### src/rtl/rf_2r1w_scheduler.sv
// Write arbiter and drain sequencer for a 2R1W shift register file.
// Round-robin write grants; drains entries oldest-first as pairs.
module rf_2r1w_scheduler #(
  parameter int RF_width     = 30,
  parameter int RF_size      = 8,
  parameter int RF_addr_size = $clog2(RF_size)
) (
  input  logic                    clk,
  input  logic                    rst_n,
  input  logic                    req0_valid,
  input  logic [RF_width-1:0]     req0_data,
  output logic                    req0_ready,
  input  logic                    req1_valid,
  input  logic [RF_width-1:0]     req1_data,
  output logic                    req1_ready,
  input  logic                    drain_start,
  output logic                    drain_busy,
  output logic                    drain_done,
  output logic [RF_width-1:0]     rf_write_data,
  output logic                    rf_write_enable,
  output logic [RF_addr_size-1:0] rf_read_addr_0,
  output logic [RF_addr_size-1:0] rf_read_addr_1,
  input  logic [RF_width-1:0]     rf_read_data_0,
  input  logic [RF_width-1:0]     rf_read_data_1,
  output logic                    pair_valid,
  output logic                    pair_valid_1,
  output logic [RF_width-1:0]     pair_data_0,
  output logic [RF_width-1:0]     pair_data_1,
  output logic [RF_addr_size:0]   count
);

  localparam int CW = RF_addr_size + 1;
  localparam logic [CW-1:0] FULL = CW'(RF_size);
  localparam logic [CW-1:0] ONE  = CW'(1);
  localparam logic [CW-1:0] TWO  = CW'(2);

  typedef enum logic [1:0] {
    FILL,
    ISSUE,
    FLUSH
  } state_e;

  state_e                state_q, state_d;
  logic [CW-1:0]         count_q, count_d;
  logic [CW-1:0]         rem_q, rem_d;
  logic                  last_q, last_d;
  logic                  pv_q, pv_d;
  logic                  pv1_q, pv1_d;
  logic [RF_width-1:0]   pd0_q, pd0_d;
  logic [RF_width-1:0]   pd1_q, pd1_d;
  logic                  can_wr;
  logic                  gnt0, gnt1;

  // last_q=1 means req1 won most recently, so req0 wins the next tie
  always_comb begin
    can_wr = (state_q == FILL) && (count_q < FULL);
    gnt0   = can_wr && req0_valid && (!req1_valid || last_q);
    gnt1   = can_wr && req1_valid && (!req0_valid || !last_q);
  end

  always_comb begin
    state_d        = state_q;
    count_d        = count_q;
    rem_d          = rem_q;
    last_d         = last_q;
    pv_d           = 1'b0;
    pv1_d          = pv1_q;
    pd0_d          = pd0_q;
    pd1_d          = pd1_q;
    rf_read_addr_0 = '0;
    rf_read_addr_1 = '0;
    drain_done     = 1'b0;
    unique case (state_q)
      FILL: begin
        if (gnt0 || gnt1) begin
          count_d = count_q + ONE;
          last_d  = gnt1;
        end
        if (drain_start) begin
          state_d = ISSUE;
          rem_d   = count_d;
        end
      end
      ISSUE: begin
        if (rem_q != '0) begin
          rf_read_addr_0 = RF_addr_size'(rem_q - ONE);
          if (rem_q >= TWO) begin
            rf_read_addr_1 = RF_addr_size'(rem_q - TWO);
          end
          pv_d  = 1'b1;
          pv1_d = (rem_q >= TWO);
          pd0_d = rf_read_data_0;
          pd1_d = rf_read_data_1;
          rem_d = (rem_q >= TWO) ? rem_q - TWO : '0;
        end
        if (rem_q <= TWO) begin
          state_d = FLUSH;
        end
      end
      FLUSH: begin
        drain_done = 1'b1;
        count_d    = '0;
        state_d    = FILL;
      end
      default: state_d = FILL;
    endcase
  end

  always_ff @(posedge clk or negedge rst_n) begin
    if (!rst_n) begin
      state_q <= FILL;
      count_q <= '0;
      rem_q   <= '0;
      last_q  <= 1'b1;
      pv_q    <= 1'b0;
      pv1_q   <= 1'b0;
      pd0_q   <= '0;
      pd1_q   <= '0;
    end else begin
      state_q <= state_d;
      count_q <= count_d;
      rem_q   <= rem_d;
      last_q  <= last_d;
      pv_q    <= pv_d;
      pv1_q   <= pv1_d;
      pd0_q   <= pd0_d;
      pd1_q   <= pd1_d;
    end
  end

  assign req0_ready      = gnt0;
  assign req1_ready      = gnt1;
  assign rf_write_enable = gnt0 || gnt1;
  assign rf_write_data   = gnt0 ? req0_data :
                           gnt1 ? req1_data : '0;
  assign drain_busy      = (state_q != FILL);
  assign pair_valid      = pv_q;
  assign pair_valid_1    = pv1_q;
  assign pair_data_0     = pd0_q;
  assign pair_data_1     = pd1_q;
  assign count           = count_q;

endmodule
### config.mk
export PLATFORM = sky130hd
export DESIGN_NAME = rf_2r1w_scheduler
export DESIGN_NICKNAME = d
export VERILOG_FILES = /design/src/rtl/rf_2r1w_scheduler.sv
export SDC_FILE = /design/constraint.sdc
export NUM_CORES = 1
export LEC_CHECK = 0
export ABC_AREA = 1
export ABC_CLOCK_PERIOD_IN_PS = 1800
export CAP_MARGIN = 20
export CORE_MARGIN = 2
export CORE_UTILIZATION = 35
export DETAILED_ROUTE_END_ITERATION = 8
export PLACE_DENSITY = 0.81
export REMOVE_ABC_BUFFERS = 1
export SYNTH_ARGS = -nofsm -noshare
export SYNTH_HDL_FRONTEND = slang
export SYNTH_SLANG_ARGS = --single-unit
### constraint.sdc
create_clock -name clk -period 1.8 [get_ports clk]
set_input_delay 0.36 -clock clk [delete_from_list [all_inputs] [get_ports clk]]
set_output_delay 0.36 -clock clk [all_outputs]
set_load 0.01 [all_outputs]
==> results.toml, run 1 <==
[job]
max_capacitance_violation_count = 0

[power]
power.leakage_nw = 3.03
power.ir.vdd_worst_v = 0.00105
power_density_mw_per_mm2 = 1790
totalPowerFinal_w = 0.0111

[clocking]
max_root_sink_buffers = 2
clock-sinks = 73
insertion_delay_ns = 0.34
root_buffer = "sky130_fd_sc_hd__clkbuf_8"
path_clk_slew_ns = 0.08
htree_num_levels = 3
tritoncts.num_buffers = 9
clock_tree_from_tritoncts = "built"

[global_routing]
grt_usage_pct = 23.2
gr-total-overflow = 0
antenna_violations_before_repair = 0
grt_start_max_net_pins = 63
first_global_vias = 3663
grt_first_pass_wirelength_um = 18300

[timing]
rsz0062_at_grt = "true"
max_freq_mhz = 473
timing.slew.headroom_pct = 59.9
setup_viol = 32
timing.final.ws_setup_ns = -0.316
tightest_slew_ns = 0.602
final.hold.worst_slack_ns = 0.474
timing.clock.skew_ns = 0.00713
finalWorstPathRequiredPeriod_ns = 2.12
finalHoldViolCount = 0
final_min_period_over_clock_period_pct = 118
finalMaxSlewViolations = 0
setup_tns_ns = -7.69

[route]
routed_wire_length_per_instance_um = 15.8
wl_um = 12100
count_of_unresolved_drc_violations_after_routing = 0
detail-route-antenna-nets = 0
initialDrtViolationCount = 100
drt_pre_antenna_iters = 4
vias_per_cell = 4.85
via_count = 3714

[die]
core_area_sq_mm = 0.00920
io-pin-count = 232
row_count = 35
start_util_pct = 35.8
dieHeight_um = 101
die_x_um = 101
design.die.area_sq_mm = 0.0102

[worst_setup_path]
timing.critical_path.to_type = "primary output"
cp_max_fo = 13
cp-start-kind = "primary input"
worst-endpoint-arrival_ns = 1.76
critPathMaxStageDelay_ns = 0.51
slowest_stage = "sky130_fd_sc_hd__clkdlybuf4s50_1"
path_class = "in -> out"
worstRegToRegCells = 9
timing.critical_path.cells = "clkdlybuf4s50_1, nand2_1, nand4_1, inv_2, buf_8, a22o_1, clkdlybuf4s15_2"
critPathRequiredTime_ns = 1.44

[synthesis]
netlist_instances = 388
ys_seq_area_share_pct = 55.5
syn_area_per_cell_sq_um = 8.49
synthesis.area_sq_mm = 0.00329
yosysTopAreaCell = "sky130_fd_sc_hd__dfrtp_1"
yosys.area.top_type_share_pct = 54.7
synth.area.top_cells = "sky130_fd_sc_hd__dfrtp_1 55%, sky130_fd_sc_hd__nand2_1 23%, sky130_fd_sc_hd__a22o_1 8.0%"
yosys_warnings = 0
yosys.cell_types.count = 22
synth-seq-cells = 73

[hold_path]
holdCritPathClass = "reg -> reg"
min_path_cells = 2

[final_layout]
areaGrowthSynthToFinish_pct = 87.0
utilization_pct = 67.0
mostFrequentLayoutCells = "198 x sky130_fd_sc_hd__nand2_1, 189 x sky130_fd_sc_hd__clkdlybuf4s50_1, 69 x sky130_fd_sc_hd__dfrtp_1"
antenna_cells = 0
mostFrequentLayoutCell = "sky130_fd_sc_hd__nand2_1"
final_nets = 776
ratio_of_cells_with_drive_above_1_in_the_final_layout_pct = 18.3

[placement]
post-dp-hpwl_um = 8900
globalplace.congestion = 0.830
port_buffers = 231

[status]
failed_checks = "negative setup slack"
run_status = "finished, violations left"
## flip-flops by register name, summed over array words and instances, names as in the netlist
name / count
count: 4
pair_valid_1: 1
state_q: 2
rem_q: 4
pair_data_0: 30
pair_data_1: 30
pair_valid: 1
last_q: 1
## layer usage
metal / global-route usage (%) / up-vias / part of all wire, %
li1: - / 1744 / -
met1: 24.1 / 1723 / 36
met2: 40.9 / 203 / 50
met3: 8.32 / 44 / 11
met4: 11.9 / 0 / 3.8
met5: 0 / - / 0
## per-stage QoR
step	area (sq um)	instances	setup slack, ns
final	6160	765	-0.316
after global routing	6160	765	-0.386
after CTS	6130	763	-0.323
after detailed placement	5840	736	-0.624
after global placement	5840	736	-0.578
after floorplan	3190	370	-0.838
## timing repair
action | in CTS | in global routing
gates cloned | 1 | 0
gates resized for setup | 156 | 33
pin swaps | 5 | 3
setup endpoints to repair | 45 | 44
hold buffers | 1 | 0
buffers inserted | 9 | 2
endpoints found under the hold margin | 27 | 0
## worst max-delay path: cells and delay by family
kind            cells  cell delay [ns]
compound gates      1             0.22
simple gates        2             0.21
buf+inv             4             0.96
## synth_stat cells
cell type,instances
sky130_fd_sc_hd__nand4_1,2
sky130_fd_sc_hd__o21ai_0,1
sky130_fd_sc_hd__inv_1,20
sky130_fd_sc_hd__buf_4,6
sky130_fd_sc_hd__buf_2,12
sky130_fd_sc_hd__o211ai_1,1
sky130_fd_sc_hd__a22o_1,30
sky130_fd_sc_hd__nand2_2,1
sky130_fd_sc_hd__dfstp_2,1
sky130_fd_sc_hd__ha_1,2
sky130_fd_sc_hd__a21oi_1,5
sky130_fd_sc_hd__o21ai_1,2
sky130_fd_sc_hd__nor2_1,16
sky130_fd_sc_hd__xnor2_1,1
sky130_fd_sc_hd__nor3_1,2
sky130_fd_sc_hd__dfrtp_1,72
sky130_fd_sc_hd__nor2_2,1
sky130_fd_sc_hd__xor2_1,3
sky130_fd_sc_hd__nand3_1,5
sky130_fd_sc_hd__inv_2,2
sky130_fd_sc_hd__a21oi_4,2
sky130_fd_sc_hd__nand2_1,201
## worst paths after layout
| check | start | end | slack (ns) |
|---|---|---|---|
| min in group asynchronous | rst_n | pair_data_0[11] | 0.48 |
| max in group asynchronous | rst_n | pair_data_0[28] | 0.74 |
| worst max-delay path | req0_valid | rf_write_data[6] | -0.32 |
| worst min-delay path | pair_data_0[3] | pair_data_0[3] | 0.47 |
| worst min register to register | pair_data_0[3] | pair_data_0[3] | 0.47 |
| worst max register to register | rem_q[3] | rem_q[2] | 0.12 |
## cells by family after synthesis
| family | share of synthesized area [%] |
|---|---|
| XOR/XNOR | 1.06 |
| AND/OR/NAND/NOR | 26.6 |
| buffers and inverters | 5.70 |
| flip-flops | 55.5 |
| adder cells (fa/ha/maj) | 0.760 |
| AO/OA/AOI/OAI | 10.4 |
## final cells by class
class	count	area, sq um
fillers	746	3040
repair buffers	268	2550
flip-flops and latches	73	1830
multi-input cells	275	1340
well taps	111	139
clock buffers	10	128
clock inverters	6	91.3
inverters	22	85.1
## report_power, final
part,internal (W),switching [W]
Sequential,0.00251,0.000510
Combinational,0.00328,0.00334
Clock,0.000789,0.000632
Note: power is estimated with default switching activity, not from simulation.
==> run 2: changes to the inputs <==
--- a/config.mk
+++ b/config.mk
@@ -13,6 +13,7 @@
 export DETAILED_ROUTE_END_ITERATION = 8
 export PLACE_DENSITY = 0.81
 export REMOVE_ABC_BUFFERS = 1
+export SKIP_LAST_GASP = 1
 export SYNTH_ARGS = -nofsm -noshare
 export SYNTH_HDL_FRONTEND = slang
 export SYNTH_SLANG_ARGS = --single-unit
==> results.toml, run 2 (synthesis results as in run 1) <==
[global_routing]
first_global_vias = 3658
grt_first_pass_wirelength_um = 18500
antenna_violations_before_repair = 0
global_route.usage.met2_pct = 41.9
grt_usage_pct = 23.3
grtUsageMet3_pct = 7.91
grt_start_max_net_pins = 63
busiest_layer = "met2"
grt_util_met1_pct = 24.9
gr-total-overflow = 0

[die]
die_x_um = 101
dieHeight_um = 101
row_count = 35
core_area_sq_mm = 0.00920
start_util_pct = 35.8
design.die.area_sq_mm = 0.0102
io-pin-count = 232

[clocking]
clock-sinks = 73
root_buffer = "sky130_fd_sc_hd__clkbuf_8"
clock_tree_from_tritoncts = "built"
max_root_sink_buffers = 2
htree_num_levels = 3
insertion_delay_ns = 0.34
tritoncts.num_buffers = 9
path_clk_slew_ns = 0.08

[route]
detail-route-antenna-nets = 0
drt_pre_antenna_iters = 4
via_count = 3768
vias_per_cell = 4.87
initialDrtViolationCount = 110
count_of_unresolved_drc_violations_after_routing = 0
wl_um = 12500
routed_wire_length_per_instance_um = 16.2

[worst_setup_path]
worstRegToRegCells = 9
worst-endpoint-arrival_ns = 1.87
path_class = "reg -> out"
critPathRequiredTime_ns = 1.44
timing.critical_path.to_type = "primary output"
rr_endpoint = "rem_q[2]"
worst_r2r_startpoint = "rem_q[3]"
r2r_slack_ns = 0.11
cp_max_fo = 6
endpoint = "rf_write_data[17]"
cp-start-kind = "register"
critPathLaunch = "state_q[0]"

[final_layout]
antenna_cells = 0
ratio_of_cells_with_drive_above_1_in_the_final_layout_pct = 20.1
final_nets = 785
filler_cell_count = 731
finish.cell_count_without_fillers = 774
areaGrowthSynthToFinish_pct = 89.5
mostFrequentLayoutCell = "sky130_fd_sc_hd__nand2_1"
mostFrequentLayoutCells = "197 x sky130_fd_sc_hd__nand2_1, 189 x sky130_fd_sc_hd__clkdlybuf4s50_1, 69 x sky130_fd_sc_hd__dfrtp_1"
utilization_pct = 67.9

[placement]
port_buffers = 231
post-dp-hpwl_um = 8900
placed_cells = 736
globalplace.congestion = 0.830

[power]
totalPowerFinal_w = 0.0113
power.leakage_nw = 3.11
power_density_mw_per_mm2 = 1810
power.ir.vdd_worst_v = 0.00115

[timing]
finalWorstPathRequiredPeriod_ns = 2.23
tightest_slew_ns = 0.604
timing.slew.headroom_pct = 59.8
finalHoldViolCount = 0
finalMaxSlewViolations = 0
timing.clock.skew_ns = 0.00735
final_min_period_over_clock_period_pct = 124
setup_viol = 35
final.hold.worst_slack_ns = 0.474
max_freq_mhz = 447
rsz0062_at_grt = "true"
timing.final.ws_setup_ns = -0.435
setup_tns_ns = -11.27

[job]
max_capacitance_violation_count = 0

[status]
failed_checks = "negative setup slack"
run_status = "finished, violations left"

[hold_path]
holdCritPathClass = "reg -> reg"
==> run 2: routing by layer <==
metal / vias up / part of all wire (%) / wire (um)
li1: 1763 / - / -
met1: 1743 / 36 / 4460
met2: 218 / 51 / 6380
met3: 44 / 10 / 1290
met4: 0 / 3.3 / 420
met5: - / 0 / 0
==> run 2: worst min-delay path by stage <==
stage                              start         endpoint  slack, ns  cells after the start
after global placement             rst_n  pair_data_0[13]       0.31                      1
after global routing               rst_n  pair_data_0[13]       0.49                      2
after floorplan                    rst_n         count[0]       0.06                      0
after CTS                          rst_n  pair_data_0[13]       0.47                      2
after detailed placement           rst_n   pair_data_0[6]       0.31                      1
final                     pair_data_0[3]   pair_data_0[3]       0.47                      2
==> run 2: metrics by stage <==
step	worst slack [ns]	area (sq um)
2_1_floorplan	-0.838	3190
3_3_place_gp	-0.578	5840
3_5_place_dp	-0.624	5840
4_1_cts	-0.345	6170
5_1_grt	-0.471	6240
6_report	-0.435	6240
==> run 2: where the power goes <==
group	total (W)	switching, W	internal [W]
clock network	0.00141	0.000626	0.000789
logic	0.00687	0.00345	0.00342
registers	0.00303	0.000519	0.00251
==> run 2: final cells by class <==
type,count,area [sq um],share of cell area [%]
clock buffer,10,128,2.05
clock inverter,6,91.3,1.46
inverter,22,90.1,1.44
multi-input combinational,275,1350,21.7
sequential,73,1830,29.4
tap,111,139,2.23
timing repair buffer,277,2610,41.8
==> run 2: repair_timing <==
action                                  CTS  global route
endpoints found under the hold margin    27             0
setup buffers                             9             9
hold buffers                              1             0
pin swaps                                 5             9
cloned                                    1             2
endpoints found under the setup margin   45            44
gates resized for setup                 136            77
==> run 2: critical path, cell delays in order (launching register included) <==
cell,delay (ns)
sky130_fd_sc_hd__dfrtp_1,0.41
sky130_fd_sc_hd__nor2_2,0.20
sky130_fd_sc_hd__nand4_1,0.22
sky130_fd_sc_hd__inv_4,0.17
sky130_fd_sc_hd__clkbuf_16,0.16
sky130_fd_sc_hd__buf_6,0.10
sky130_fd_sc_hd__a22o_1,0.13
sky130_fd_sc_hd__buf_2,0.14
==> run 3: changes to the inputs <==
--- a/config.mk
+++ b/config.mk
@@ -6,12 +6,13 @@
 export NUM_CORES = 1
 export LEC_CHECK = 0
 export ABC_AREA = 1
-export ABC_CLOCK_PERIOD_IN_PS = 1800
+export ABC_CLOCK_PERIOD_IN_PS = 2710
 export CAP_MARGIN = 20
 export CORE_MARGIN = 2
-export CORE_UTILIZATION = 35
+export CORE_UTILIZATION = 38
+export CTS_CLUSTER_DIAMETER = 40
 export DETAILED_ROUTE_END_ITERATION = 8
-export PLACE_DENSITY = 0.81
+export PLACE_DENSITY = 0.87
 export REMOVE_ABC_BUFFERS = 1
 export SKIP_LAST_GASP = 1
 export SYNTH_ARGS = -nofsm -noshare
==> constraint.sdc (replaced) <==
create_clock -name clk -period 2.71 [get_ports clk]
set_input_delay 0.542 -clock clk [delete_from_list [all_inputs] [get_ports clk]]
set_output_delay 0.542 -clock clk [all_outputs]
set_load 0.01 [all_outputs]
==> results.toml, run 3 (synthesis results as in run 1) <==
[power]
netSwitchingFraction_pct = 41.3
seq_power_share_pct = 28.4
power_density_mw_per_mm2 = 1160
netSwitchingPower_w = 0.00291
power.internal_w = 0.00413
power.leakage_nw = 3.25
share_comb_of_total_power_pct = 58.9
power.ir.vdd_worst_v = 0.000668
share_clk_of_total_power_pct = 12.7

[die]
design.die.area_sq_mm = 0.00943
dieHeight_um = 97.1
io-pin-count = 232
row_count = 33
die_x_um = 97.1
start_util_pct = 39.7
core_area_sq_mm = 0.00830

[job]
max_capacitance_violation_count = 0

[worst_setup_path]
critPathRequiredTime_ns = 2.17
path_class = "in -> out"
cp_max_fo = 15
cp-start-kind = "primary input"
timing.critical_path.to_type = "primary output"
worst-endpoint-arrival_ns = 2.07
library_cell_appearing_most_often_on_the_critical_path = "sky130_fd_sc_hd__clkdlybuf4s50_1"
timing.critical_path.cells = "clkdlybuf4s50_1, nand2_1, nand4_1, inv_2, clkbuf_16, clkdlybuf4s50_1"
critPathMaxStageDelay_ns = 0.54
slowest_stage = "sky130_fd_sc_hd__clkdlybuf4s50_1"

[clocking]
tritoncts.num_buffers = 9
path_clk_slew_ns = 0.09
clock_tree_from_tritoncts = "built"
htree_num_levels = 3
clock-sinks = 73
insertion_delay_ns = 0.34
root_buffer = "sky130_fd_sc_hd__clkbuf_8"
max_root_sink_buffers = 2

[timing]
setup_tns_ns = 0
tightest_slew_ns = 0.766
timing.final.ws_setup_ns = 0.101
final_min_period_over_clock_period_pct = 96.3
finalHoldViolCount = 0
max_freq_mhz = 383
finalMaxSlewViolations = 0
timing.clock.skew_ns = 0.00808
setup_viol = 0
rsz0062_at_grt = "false"
finalWorstPathRequiredPeriod_ns = 2.61
timing.slew.headroom_pct = 48.9

[route]
detail-route-antenna-nets = 0
count_of_unresolved_drc_violations_after_routing = 0
via_count = 3572
routed_wire_length_per_instance_um = 17.5
initialDrtViolationCount = 90
wl_um = 12900
drt_pre_antenna_iters = 4
vias_per_cell = 4.86

[final_layout]
mostFrequentLayoutCells = "201 x sky130_fd_sc_hd__nand2_1, 200 x sky130_fd_sc_hd__clkdlybuf4s50_1, 72 x sky130_fd_sc_hd__dfrtp_1"
antenna_cells = 0
areaGrowthSynthToFinish_pct = 83.9
final_nets = 752
finish.cell_count_without_fillers = 735
ratio_of_cells_with_drive_above_1_in_the_final_layout_pct = 6.51
layout.cell_area.non_filler_sq_mm = 0.00606
mostFrequentLayoutCell = "sky130_fd_sc_hd__nand2_1"

[global_routing]
gr-total-overflow = 0
antenna_violations_before_repair = 0
grt_usage_pct = 27.0
grt_first_pass_wirelength_um = 19800
first_global_vias = 3754
grt_start_max_net_pins = 62

[placement]
post-dp-hpwl_um = 9850
port_buffers = 231
pre_cts_ws_ns = -0.0975
globalplace.congestion = 0.875
placed_cells = 714
placedInstanceArea_sq_mm = 0.00572

[status]
run_status = "finished, final reports clean"

[hold_path]
holdCritPathClass = "in -> async"
## run 3: cell types whose count changed in the layout (fill, tap and decap cells not counted), moves of 4 or more
| cell | previous run | this run |
|---|---|---|
| sky130_fd_sc_hd__buf_2 | 30 | 1 |
| sky130_fd_sc_hd__dlygate4sd2_1 | 0 | 9 |
| sky130_fd_sc_hd__clkbuf_2 | 5 | 0 |
| sky130_fd_sc_hd__inv_1 | 11 | 18 |
| sky130_fd_sc_hd__nand2_1 | 197 | 201 |
| sky130_fd_sc_hd__dlymetal6s2s_1 | 0 | 21 |
| sky130_fd_sc_hd__buf_4 | 32 | 8 |
| sky130_fd_sc_hd__buf_6 | 11 | 0 |
| sky130_fd_sc_hd__clkdlybuf4s50_1 | 189 | 200 |
| sky130_fd_sc_hd__nor2_2 | 6 | 2 |
| sky130_fd_sc_hd__inv_2 | 8 | 4 |
| sky130_fd_sc_hd__nor2_1 | 9 | 15 |
## run 3: final cells by class
type                       count  area, sq um
clock inverter                 6         75.1
multi-input combinational    275         1280
sequential                    73         1830
timing repair buffer         244         2520
clock buffer                  10          138
inverter                      22         82.6
tap                          105          131
fill                         624         2240
## run 3: metrics by stage
step                utilization (%)  power [W]  hold WS (ns)
floorplan                         -    0.00384         0.246
global placement               69.0    0.00599         0.453
detailed placement             69.0    0.00612         0.457
CTS                            71.4    0.00704         0.277
global route                   73.0    0.00758         0.294
finish                         73.0    0.00703         0.262
## run 3: metal layers
metal,up-vias,global-route usage (%),routed length [um]
met1,1673,29.6,4730
met5,-,0,0
li1,1699,-,-
met3,21,9.42,1070
met2,179,47.8,6720
met4,0,10.5,370
## run 3: worst max-delay path, delay by kind of cell
kind	cells	cell delay (ns)
AND/OR/NAND/NOR	2	0.22
buffers and inverters	4	1.30
## run 3: repair_timing
| item | 4_1_cts | 5_1_grt |
|---|---|---|
| hold buffers | 0 | 0 |
| pin swaps | 0 | 0 |
| setup buffers | 0 | 3 |
| gates resized for setup | 10 | 24 |
| endpoints found under the setup margin | 30 | 25 |
| gates cloned | 0 | 2 |
## run 3: power groups by stage
| stage | logic [W] | clock network (W) | registers (W) |
|---|---|---|---|
| 2_1_floorplan | 0.00165 | 0 | 0.00220 |
| 3_3_place_gp | 0.00401 | 0 | 0.00198 |
| 3_5_place_dp | 0.00412 | 0 | 0.00200 |
| 4_1_cts | 0.00413 | 0.000918 | 0.00199 |
| 5_1_grt | 0.00456 | 0.000966 | 0.00206 |
| 6_report | 0.00415 | 0.000894 | 0.00199 |
## run 3: path summary, 6_finish.rpt
check	from	to	slack (ns)	depth (start not counted)
worst max-delay path	req1_valid	req0_ready	0.10	6
worst min-delay path	rst_n	pair_data_1[3]	0.26	1
min in group clk	pair_data_1[14]	pair_data_1[14]	0.48	2
worst max register to register	state_q[1]	rem_q[0]	0.98	9
max in group asynchronous	rst_n	pair_data_0[12]	1.76	2
worst min register to register	pair_data_1[14]	pair_data_1[14]	0.48	2
